<file path="src/rtl/clock_monitor_poller_if.sv">
// Bus bundle for clock_monitor_poller: the CSR slave port and the measurement read master.
// The master modport is the poller's view; the slave modport is the interconnect/system view.
interface clock_monitor_poller_if;
   logic [4:0]  avs_ctrl_address;
   logic        avs_ctrl_read;
   logic        avs_ctrl_write;
   logic [31:0] avs_ctrl_writedata;
   logic [31:0] avs_ctrl_readdata;
   logic [3:0]  avm_meas_address;
   logic        avm_meas_read;
   logic        avm_meas_waitrequest;
   logic [31:0] avm_meas_readdata;
   logic        avm_meas_readdatavalid;

   modport master (
      input  avs_ctrl_address, avs_ctrl_read, avs_ctrl_write, avs_ctrl_writedata,
      output avs_ctrl_readdata,
      output avm_meas_address, avm_meas_read,
      input  avm_meas_waitrequest, avm_meas_readdata, avm_meas_readdatavalid
   );

   modport slave (
      output avs_ctrl_address, avs_ctrl_read, avs_ctrl_write, avs_ctrl_writedata,
      input  avs_ctrl_readdata,
      input  avm_meas_address, avm_meas_read,
      output avm_meas_waitrequest, avm_meas_readdata, avm_meas_readdatavalid
   );
endinterface

</file>
<file path="src/rtl/clock_monitor_poller.sv">
// Polls per-channel frequency counters over Avalon-MM and raises sticky range alarms.
// Optional macro CLOCK_MONITOR_DEBOUNCE_EN: alarm only after two consecutive out-of-range samples.
module clock_monitor_poller #(
   parameter int NUM_CH      = 8,
   parameter int CLK_FREQ    = 125000000,
   parameter int TIMEOUT_CYC = 256
) (
   input  logic                   csi_clk_clk,
   input  logic                   rsi_reset_reset,
   clock_monitor_poller_if.master bus,
   output logic                   ins_irq_irq,
   output logic                   coe_alarm_led
);
   typedef enum logic [1:0] {S_IDLE, S_REQ, S_WAIT, S_CHECK} state_t;
   localparam int TW = $clog2(TIMEOUT_CYC + 1);

   state_t        r_state, w_state_next;
   logic [2:0]    r_ch, w_ch_next;
   logic [TW-1:0] r_tout;
   logic [31:0]   r_timer;
   logic [31:0]   r_period;
   logic          r_enable, r_irq_en;
   logic [7:0]    r_alarm;
   logic          r_bus_err, r_overrun;
   logic          r_sample_ok;
   logic [31:0]   r_readdata;
   logic          r_irq, r_led;
   logic [31:0]   r_last [0:7];
   logic [31:0]   r_min  [0:7];
   logic [31:0]   r_max  [0:7];

   logic          w_tick, w_latch, w_timeout, w_check, w_oor;
   logic          w_wr, w_w1c;
   logic [7:0]    w_alarm_set;
   logic [31:0]   w_rdata;

   assign w_wr  = bus.avs_ctrl_write;
   assign w_w1c = w_wr && (bus.avs_ctrl_address == 5'd3);

   // Periods 0 and 1 both degenerate to a tick every enabled cycle.
   assign w_tick = r_enable && ((r_period <= 32'd1) || (r_timer >= r_period - 32'd1));
   assign w_oor  = (r_last[r_ch] < r_min[r_ch]) || (r_last[r_ch] > r_max[r_ch]);

   assign bus.avm_meas_read    = (r_state == S_REQ);
   assign bus.avm_meas_address = (r_state == S_REQ) ? (4'd4 + {1'b0, r_ch}) : 4'd0;
   assign bus.avs_ctrl_readdata = r_readdata;
   assign ins_irq_irq   = r_irq;
   assign coe_alarm_led = r_led;

   always_comb begin
      w_state_next = r_state;
      w_ch_next    = r_ch;
      w_latch      = 1'b0;
      w_timeout    = 1'b0;
      w_check      = 1'b0;
      case (r_state)
         S_IDLE: if (w_tick) begin
            w_state_next = S_REQ;
            w_ch_next    = 3'd0;
         end
         S_REQ: if (!bus.avm_meas_waitrequest) w_state_next = S_WAIT;
         S_WAIT: begin
            if (bus.avm_meas_readdatavalid) begin
               w_latch      = 1'b1;
               w_state_next = S_CHECK;
            end else if (r_tout == TW'(TIMEOUT_CYC - 1)) begin
               w_timeout    = 1'b1;
               w_state_next = S_CHECK;
            end
         end
         S_CHECK: begin
            w_check = 1'b1;
            // Disabling mid-sweep lets the current channel finish, then abandons the rest.
            if ((r_ch == 3'(NUM_CH - 1)) || !r_enable) begin
               w_state_next = S_IDLE;
            end else begin
               w_state_next = S_REQ;
               w_ch_next    = r_ch + 3'd1;
            end
         end
         default: w_state_next = S_IDLE;
      endcase
   end

`ifdef CLOCK_MONITOR_DEBOUNCE_EN
   logic [1:0] r_miss [0:7];

   always_ff @(posedge csi_clk_clk or posedge rsi_reset_reset) begin
      if (rsi_reset_reset) begin
         for (int i = 0; i < 8; i++) r_miss[i] <= 2'd0;
      end else if (w_check) begin
         if (!r_sample_ok || !w_oor) r_miss[r_ch] <= 2'd0;
         else if (r_miss[r_ch] != 2'd3) r_miss[r_ch] <= r_miss[r_ch] + 2'd1;
      end
   end

   always_comb begin
      w_alarm_set = 8'd0;
      if (w_check && r_sample_ok && w_oor && (r_miss[r_ch] != 2'd0)) w_alarm_set[r_ch] = 1'b1;
   end
`else
   always_comb begin
      w_alarm_set = 8'd0;
      if (w_check && r_sample_ok && w_oor) w_alarm_set[r_ch] = 1'b1;
   end
`endif

   always_comb begin
      w_rdata = 32'hdeadbeef;
      case (bus.avs_ctrl_address)
         5'd0: w_rdata = 32'hc10c3010;
         5'd1: w_rdata = 32'h00010000;
         5'd2: w_rdata = {30'd0, r_irq_en, r_enable};
         5'd3: w_rdata = {22'd0, r_overrun, r_bus_err, r_alarm};
         5'd4: w_rdata = r_period;
         default: ;
      endcase
      for (int i = 0; i < NUM_CH; i++) begin
         if (bus.avs_ctrl_address == 5'(5 + i))      w_rdata = r_last[i];
         if (bus.avs_ctrl_address == 5'(13 + 2 * i)) w_rdata = r_min[i];
         if (bus.avs_ctrl_address == 5'(14 + 2 * i)) w_rdata = r_max[i];
      end
   end

   always_ff @(posedge csi_clk_clk or posedge rsi_reset_reset) begin
      if (rsi_reset_reset) begin
         r_state     <= S_IDLE;
         r_ch        <= 3'd0;
         r_tout      <= '0;
         r_timer     <= 32'd0;
         r_sample_ok <= 1'b0;
         for (int i = 0; i < 8; i++) r_last[i] <= 32'd0;
      end else begin
         r_state <= w_state_next;
         r_ch    <= w_ch_next;
         r_tout  <= (r_state == S_WAIT) ? r_tout + 1'b1 : '0;
         r_timer <= (!r_enable || w_tick) ? 32'd0 : r_timer + 32'd1;
         if (w_latch) begin
            r_last[r_ch] <= bus.avm_meas_readdata;
            r_sample_ok  <= 1'b1;
         end else if (w_timeout) begin
            r_sample_ok  <= 1'b0;
         end
      end
   end

   // CSR block: set beats write-1-to-clear when both hit a status bit together.
   always_ff @(posedge csi_clk_clk or posedge rsi_reset_reset) begin
      if (rsi_reset_reset) begin
         r_enable   <= 1'b0;
         r_irq_en   <= 1'b0;
         r_period   <= 32'(CLK_FREQ);
         r_alarm    <= 8'd0;
         r_bus_err  <= 1'b0;
         r_overrun  <= 1'b0;
         r_readdata <= 32'd0;
         r_irq      <= 1'b0;
         r_led      <= 1'b0;
         for (int i = 0; i < 8; i++) begin
            r_min[i] <= 32'd0;
            r_max[i] <= 32'hffffffff;
         end
      end else begin
         if (w_wr && bus.avs_ctrl_address == 5'd2) begin
            r_enable <= bus.avs_ctrl_writedata[0];
            r_irq_en <= bus.avs_ctrl_writedata[1];
         end
         if (w_wr && bus.avs_ctrl_address == 5'd4) r_period <= bus.avs_ctrl_writedata;
         for (int i = 0; i < NUM_CH; i++) begin
            if (w_wr && bus.avs_ctrl_address == 5'(13 + 2 * i)) r_min[i] <= bus.avs_ctrl_writedata;
            if (w_wr && bus.avs_ctrl_address == 5'(14 + 2 * i)) r_max[i] <= bus.avs_ctrl_writedata;
         end
         r_alarm   <= (r_alarm & ~(w_w1c ? bus.avs_ctrl_writedata[7:0] : 8'd0)) | w_alarm_set;
         r_bus_err <= (r_bus_err & ~(w_w1c & bus.avs_ctrl_writedata[8])) | w_timeout;
         r_overrun <= (r_overrun & ~(w_w1c & bus.avs_ctrl_writedata[9]))
                      | (w_tick && (r_state != S_IDLE));
         if (bus.avs_ctrl_read) r_readdata <= w_rdata;
         r_irq <= r_irq_en & (|{r_overrun, r_bus_err, r_alarm});
         r_led <= |r_alarm;
      end
   end
endmodule

</file>
<file path="src/flat_wrapper.sv">
// flat-port wrapper written by rule: the top's interface ports become plain ports
module clock_monitor_poller_flat 
#(
   parameter int NUM_CH      = 8,
   parameter int CLK_FREQ    = 125000000,
   parameter int TIMEOUT_CYC = 256
)
  (csi_clk_clk, rsi_reset_reset, ins_irq_irq, coe_alarm_led, bus_avs_ctrl_address, bus_avs_ctrl_read, bus_avs_ctrl_write, bus_avs_ctrl_writedata, bus_avs_ctrl_readdata, bus_avm_meas_address, bus_avm_meas_read, bus_avm_meas_waitrequest, bus_avm_meas_readdata, bus_avm_meas_readdatavalid);
  clock_monitor_poller_if bus_i ();
  input  logic csi_clk_clk;
  input  logic rsi_reset_reset;
  output logic ins_irq_irq;
  output logic coe_alarm_led;
  input wire logic [$bits(bus_i.avs_ctrl_address)-1:0] bus_avs_ctrl_address;
  input wire logic [$bits(bus_i.avs_ctrl_read)-1:0] bus_avs_ctrl_read;
  input wire logic [$bits(bus_i.avs_ctrl_write)-1:0] bus_avs_ctrl_write;
  input wire logic [$bits(bus_i.avs_ctrl_writedata)-1:0] bus_avs_ctrl_writedata;
  output wire logic [$bits(bus_i.avs_ctrl_readdata)-1:0] bus_avs_ctrl_readdata;
  output wire logic [$bits(bus_i.avm_meas_address)-1:0] bus_avm_meas_address;
  output wire logic [$bits(bus_i.avm_meas_read)-1:0] bus_avm_meas_read;
  input wire logic [$bits(bus_i.avm_meas_waitrequest)-1:0] bus_avm_meas_waitrequest;
  input wire logic [$bits(bus_i.avm_meas_readdata)-1:0] bus_avm_meas_readdata;
  input wire logic [$bits(bus_i.avm_meas_readdatavalid)-1:0] bus_avm_meas_readdatavalid;
  assign bus_i.avs_ctrl_address = bus_avs_ctrl_address;
  assign bus_i.avs_ctrl_read = bus_avs_ctrl_read;
  assign bus_i.avs_ctrl_write = bus_avs_ctrl_write;
  assign bus_i.avs_ctrl_writedata = bus_avs_ctrl_writedata;
  assign bus_avs_ctrl_readdata = bus_i.avs_ctrl_readdata;
  assign bus_avm_meas_address = bus_i.avm_meas_address;
  assign bus_avm_meas_read = bus_i.avm_meas_read;
  assign bus_i.avm_meas_waitrequest = bus_avm_meas_waitrequest;
  assign bus_i.avm_meas_readdata = bus_avm_meas_readdata;
  assign bus_i.avm_meas_readdatavalid = bus_avm_meas_readdatavalid;
  clock_monitor_poller #(.NUM_CH(NUM_CH), .CLK_FREQ(CLK_FREQ), .TIMEOUT_CYC(TIMEOUT_CYC)) u_core (.csi_clk_clk(csi_clk_clk), .rsi_reset_reset(rsi_reset_reset), .bus(bus_i), .ins_irq_irq(ins_irq_irq), .coe_alarm_led(coe_alarm_led));
endmodule
</file>
<file path="config.mk">
export PLATFORM = sky130hd
export DESIGN_NAME = clock_monitor_poller_flat
export DESIGN_NICKNAME = d
export VERILOG_FILES = /design/src/rtl/clock_monitor_poller_if.sv /design/src/rtl/clock_monitor_poller.sv /design/src/flat_wrapper.sv
export SDC_FILE = /design/constraint.sdc
export NUM_CORES = 2
export LEC_CHECK = 0
export BUFFER_PORTS_ARGS = -buffer_cell sky130_fd_sc_hd__buf_4
export CAP_MARGIN = 20
export CORE_UTILIZATION = 57
export DETAILED_ROUTE_END_ITERATION = 7
export PLACE_DENSITY = 0.77
export SYNTH_ARGS = -nofsm -noshare
export SYNTH_HDL_FRONTEND = slang
export SYNTH_SLANG_ARGS = --single-unit
</file>
<file path="constraint.sdc">
create_clock -name csi_clk_clk -period 32.8 [get_ports csi_clk_clk]
set_input_delay 6.56 -clock csi_clk_clk [delete_from_list [all_inputs] [get_ports csi_clk_clk]]
set_output_delay 6.56 -clock csi_clk_clk [all_outputs]
set_load 0.01 [all_outputs]
</file>
# After elaboration in Yosys (flattened, before gate mapping)
# Index checks and enable logic that the tools add are counted.
[classes] n_addsub=5 magnitude_cmp=8 eq_ne=37 mux=61 n_bitwise=13 reduce_logical=39
[op_table] op="$mux W32" count=32
[op_table] op="$bmux W32 S3" count=3
[op_table] op="$bwmux W256" count=1
[op_table] op="$pmux W32 S5" count=1
[op_table] op="$demux W32 S3" count=1
[op_table] op="$eq A5 B5 Y1 const B" count=13
[op_table] op="$eq A5 B4 Y1 const B" count=8
[op_table] op="$add A32 B1 Y32 const B" count=1
[op_table] op="$ge A32 B32 Y1" count=1
[op_table] op="$gt A32 B32 Y1" count=1
[op_table] op="$le A32 B1 Y1 const B" count=1
[op_table] op="$lt A32 B32 Y1" count=1
[op_table] op="$sub A32 B1 Y32 const B" count=1
[op_table] op="$logic_and A1 B1 Y1" count=25
[op_table] op="$eq A5 B3 Y1 const B" count=4
[op_table] op="$mux W8" count=2
[op_table] op="$eq A5 B2 Y1 const B" count=2
[op_table] op="$mux W1" count=10
[op_table] op="$reduce_or A10 Y1" count=1
[op_table] op="$add A9 B1 Y9 const B" count=1
[op_table] op="$eq A9 B8 Y1 const B" count=1
[op_table] op="$mux W9" count=1
[op_table] op="$and A8 B8 Y8" count=1
[op_table] op="$mux W2" count=4
[op_table] op="31 further kinds" count=46
[totals] register_bits=893 input_bits=75 output_inout_bits=39

# Logic depth before layout (Yosys ltp)
[logic_depth] ltp_word=26 ltp_mapped=18 ltp_nobuf=17

# Worst setup path before layout
# OpenSTA, ideal clock, no wires.
[synth_timing] path_type="input-to-reg" from="in bus_avs_ctrl_address[3]" to="reg u_core.r_readdata[2], in the netlist u_core.bus.avs_ctrl_readdata[2]" arrival_time_ps=8247 t_required_ps=32680 path_slack_ps=24433 path_stages=9 path_buffers=1 cell_sequence="or3b_1 > buf_2 > or3_1 > o221ai_1 > or3_1 > o21ai_1 > a221oi_2 > o211ai_1 > a41o_1"
[synth_via] elab_chain_len=26
[synth_rtl] element="start, declared" line="flat_wrapper.sv:14" rtl="input wire logic [$bits(bus_i.avs_ctrl_address)-1:0] bus_avs_ctrl_address;"
[synth_rtl] element="$eq A5 B3 Y1, or another cell as far along" line="clock_monitor_poller.sv:110" rtl="case (bus.avs_ctrl_address)"
[synth_rtl] element="$pmux W32 S5" line="clock_monitor_poller.sv:110"
[synth_rtl] element="$mux W32" line="clock_monitor_poller.sv:119" rtl="if (bus.avs_ctrl_address == 5'(5 + i)) w_rdata = r_last[i];"
[synth_rtl] element="$mux W32" line="clock_monitor_poller.sv:120" rtl="if (bus.avs_ctrl_address == 5'(13 + 2 * i)) w_rdata = r_min[i];"
[synth_rtl] element="$mux W32" line="clock_monitor_poller.sv:121" rtl="if (bus.avs_ctrl_address == 5'(14 + 2 * i)) w_rdata = r_max[i];"
[synth_rtl] element="$mux W32" line="clock_monitor_poller.sv:119"
[synth_rtl] element="$mux W32" line="clock_monitor_poller.sv:120"
[synth_rtl] element="$mux W32" line="clock_monitor_poller.sv:121"
[synth_rtl] element="(+10 left out)"
[synth_rtl] element="$mux W32" line="clock_monitor_poller.sv:120"
[synth_rtl] element="$mux W32" line="clock_monitor_poller.sv:121"
[synth_rtl] element="$mux W32" line="clock_monitor_poller.sv:119"
[synth_rtl] element="$mux W32" line="clock_monitor_poller.sv:120"
[synth_rtl] element="$mux W32" line="clock_monitor_poller.sv:121"
[synth_rtl] element="$mux W32" line="clock_monitor_poller.sv:119"
[synth_rtl] element="$mux W32" line="clock_monitor_poller.sv:120"
[synth_rtl] element="$mux W32 *" line="clock_monitor_poller.sv:121"
[synth_rtl] element="end signal, assigned" line="clock_monitor_poller.sv:177" rtl="if (bus.avs_ctrl_read) r_readdata <= w_rdata;"
[synth_rtl] element="end, declared" line="clock_monitor_poller.sv:26" rtl="logic [31:0] r_readdata;"
# Every way passes the cells marked *; elsewhere a longest branch is shown, timed or not.
# A chain may end at the register's enable or synchronous reset.

# Worst setup path in the final report
[layout_timing] from="in bus_avs_ctrl_address[2]" to="reg u_core.r_readdata[2], in the netlist u_core.bus.avs_ctrl_readdata[2]"
# The elaborated chain is that of the path after synthesis.

==> metrics.yaml <==
status: "complete, but fails checks"
violations: "design-rule violations"
fin_skew_ns: 0.03542
drtAntennaViolNets: 0
rsz0062_at_grt: "false"
cts_tree: "done"
synthArstFlopShare_pct: 100.0
cts_made_buffers: 97
internal_power_mw: 2.427
cp-start-kind: "input pin"
synth_edf_count: 0
viasPerCell: 7.979
vias: 43292
fmax_ghz: 0.09865
path_cells: "buf_4 -> buf_4 -> and3b_1 -> nand2_2 -> buf_4 -> nand2_1 -> a221oi_1 -> o211ai_1 -> a41o_1"
clkPwrFrac_pct: 32.2
port_buffers: 113
crit_path_top_delay_cell: "nand2_1"
ys_types: 79
worst_pin_slew_ns: 1.247
syn_nets: 4471
synth_ff_type: "dfrtp_1"
start_util_pct: 57.91
cts_root_buffer: "clkbuf_16"
drt-total-wl_um: 207900
finalWorstSetupSlack_ns: 22.66
netlist_area_um2: 47780
area_growth_pct: 11.13
combPwrFrac_pct: 25.3
routedWlPerCell_um: 38.31
critPathTopFamily: "simple AND/OR/NAND/NOR gates"
setup_viol: 0
slowest_delay_ns: 0.85
place_ws_ns: 22.41
multi_input_comb_area_um2: 23850
final-max-slew-violation-count: 0
first_pass_iters: 8
critPathBufInv: 3
synth-seq-cells: 893
crit_path_max_fanout: 44
place_area_um2: 49570
die-area_um2: 84980
slew-limit-headroom_pct: 16.59
gp_congestion: 1.093
clk_latency_ns: 0.72
yosys-top-cells-area: "dfrtp_1 33%, mux2_2 19%, dfstp_2 15%"
cts_resized: 0
grt_pass1_wl_um: 296400
p_leak_nw: 22.50
finalHoldViolCount: 0
postCtsHoldBufs: 0
maxCapViolCount: 0
grt_antenna_before_repair: 13
cp-end-kind: "register"
setup_tns_ns: 0
layout_common_cells: "805 x mux2_2, 624 x dfrtp_1, 417 x a22oi_1, 269 x dfstp_2"
nets: 4438
grt_pass1_vias: 41858
cp.required_ns: 33.38
initialDrtViolationCount: 7931
total_power_mw: 3.711
instances_no_fill: 5426
seqPwrFrac_pct: 42.5
postSynthCellCount: 4290
yosys_warnings: 0
dp_cells: 5225
clkTransAtPathRegs_ns: 0.07
syn_avg_cell_area_um2: 11.14
postCtsSetupBuffers: 0
layout_commonest_cell: "mux2_2"
hold_class: "reg2reg"
clock_sinks: 893
switching_share_pct: 34.59
cp.arrival_ns: 10.72
n_fill_cell: 6446
seq_area_um2: 22680
synth_top_cell_by_area: "dfrtp_1"
p_switching_mw: 1.284
critPathKind: "in2reg"
clk_path_buf_depth: 3
yosys.area.top_type_share_pct: 32.68
fin_util_pct: 64.36
grt_remaining_overflow: 0
dpl.hpwl_um: 127200
grt.total_usage_pct: 48.42
power_density_nw_per_um2: 69.89
die_h_um: 291.5
die-width_um: 291.5
min_period_over_period_pct: 30.91
hold-worst-slack_ns: 0.4614
yosysSeqAreaShare_pct: 47.48
drc: 18
design_area_um2: 53100
path_common_cell: "buf_4"
core_area_um2: 82500
period_minus_slack_ns: 10.14
h-tree-depth: 3
drive_above_1_share_pct: 34.96
peakVddDrop_uv: 57.77
ios: 114
row_count: 105
grt_max_degree: 152
ff2ff_setup_slack_ns: 25.98
[worst register-to-register path: stages (launching register included)]
cell and delay [ns]:
dfrtp_1 0.74, nor2b_1 0.48, and2_4 0.82, buf_4 0.77, a22oi_1 0.26, and4_1 0.27
ha_1 0.38, nand4_1 0.14, nor3_1 0.69, o21ai_0 0.30, o31ai_1 0.99, o21ai_0 0.22
a31oi_1 0.22, buf_4 0.25, o21ai_0 0.13
[flip-flops by register name (all words and copies together) (netlist names), 3 cells and up]
register and cells:
u_core.r_last 256, u_core.r_timer 32, u_core.r_alarm 8, u_core.r_tout 9, u_core.r_period 32, u_core.r_min 256
u_core.r_ch 3, u_core.r_max 256, u_core.bus.avs_ctrl_readdata 32
[cell families (layout without fill, tap and decap cells)]
logic type / after synthesis / count (layout) / share of synthesized area [%]
AO/OA/AOI/OAI: 1224 / 1224 / 17.48
XOR/XNOR: 61 / 61 / 1.118
adder cells (fa/ha/maj): 106 / 106 / 2.776
buffers and inverters: 368 / 420 / 3.190
flip-flops: 893 / 893 / 47.48
multiplexers: 809 / 809 / 19.06
other: 0 / 14 / 0
AND/OR/NAND/NOR: 829 / 829 / 8.904
[power groups by stage]
| stage | Sequential [mW] | Combinational (mW) | Clock (mW) |
|---|---|---|---|
| after global placement | 1.56 | 0.863 | 0 |
| after detailed placement | 1.57 | 0.883 | 0 |
| final | 1.58 | 0.940 | 1.19 |
| after CTS | 1.55 | 0.888 | 1.19 |
| after global routing | 1.58 | 0.985 | 1.23 |
| after floorplan | 1.46 | 0.585 | 0 |
[path summary, 6_finish.rpt]
check                                   startpoint                         endpoint  cells past startpoint
max in group asynchronous          rsi_reset_reset               u_core.r_last[154]                      5
min                               u_core.r_tout[0]                 u_core.r_tout[0]                      1
max                        bus_avs_ctrl_address[2]  u_core.bus.avs_ctrl_readdata[2]                      9
max reg2reg                         u_core.r_ch[0]                u_core.r_alarm[3]                     14
min in group asynchronous          rsi_reset_reset               u_core.r_timer[15]                      2
min reg2reg                       u_core.r_tout[0]                 u_core.r_tout[0]                      1
[cells in the mapped netlist, types with 46 or more instances]
cell type and count:
dfrtp_1 624, o21ai_0 202, nor3_1 72, buf_2 90, a221oi_1 60, clkbuf_1 192, dfstp_2 269, o221ai_1 46
buf_1 52, nand2_1 193, o22ai_1 140, mux2_2 805, a22oi_1 417, and4_1 55, ha_1 106, a21oi_1 158
nand4_1 69, nor2_1 219, nand3_1 47
[layout make-up]
type                            count  area share, %
Timing Repair Buffer              210          3.120
Clock buffer                      146          5.391
Multi-Input combinational cell   3029          44.91
Inverter                           26         0.1979
Tap cell                         1070          2.521
Clock inverter                     38          1.077
Antenna cell                       14        0.06598
Sequential cell                   893          42.72
[layer usage]
layer  vias to the layer above  routed length [µm]  global-route usage (%)
li1                      16394                   -                       -
met1                     21035               70760                   58.95
met2                      4315               81810                   65.69
met3                      1532               33880                   22.88
met4                        16               21280                   37.42
met5                         -                 174                  0.6807
No activity file was read; power rests on OpenSTA's default activity.
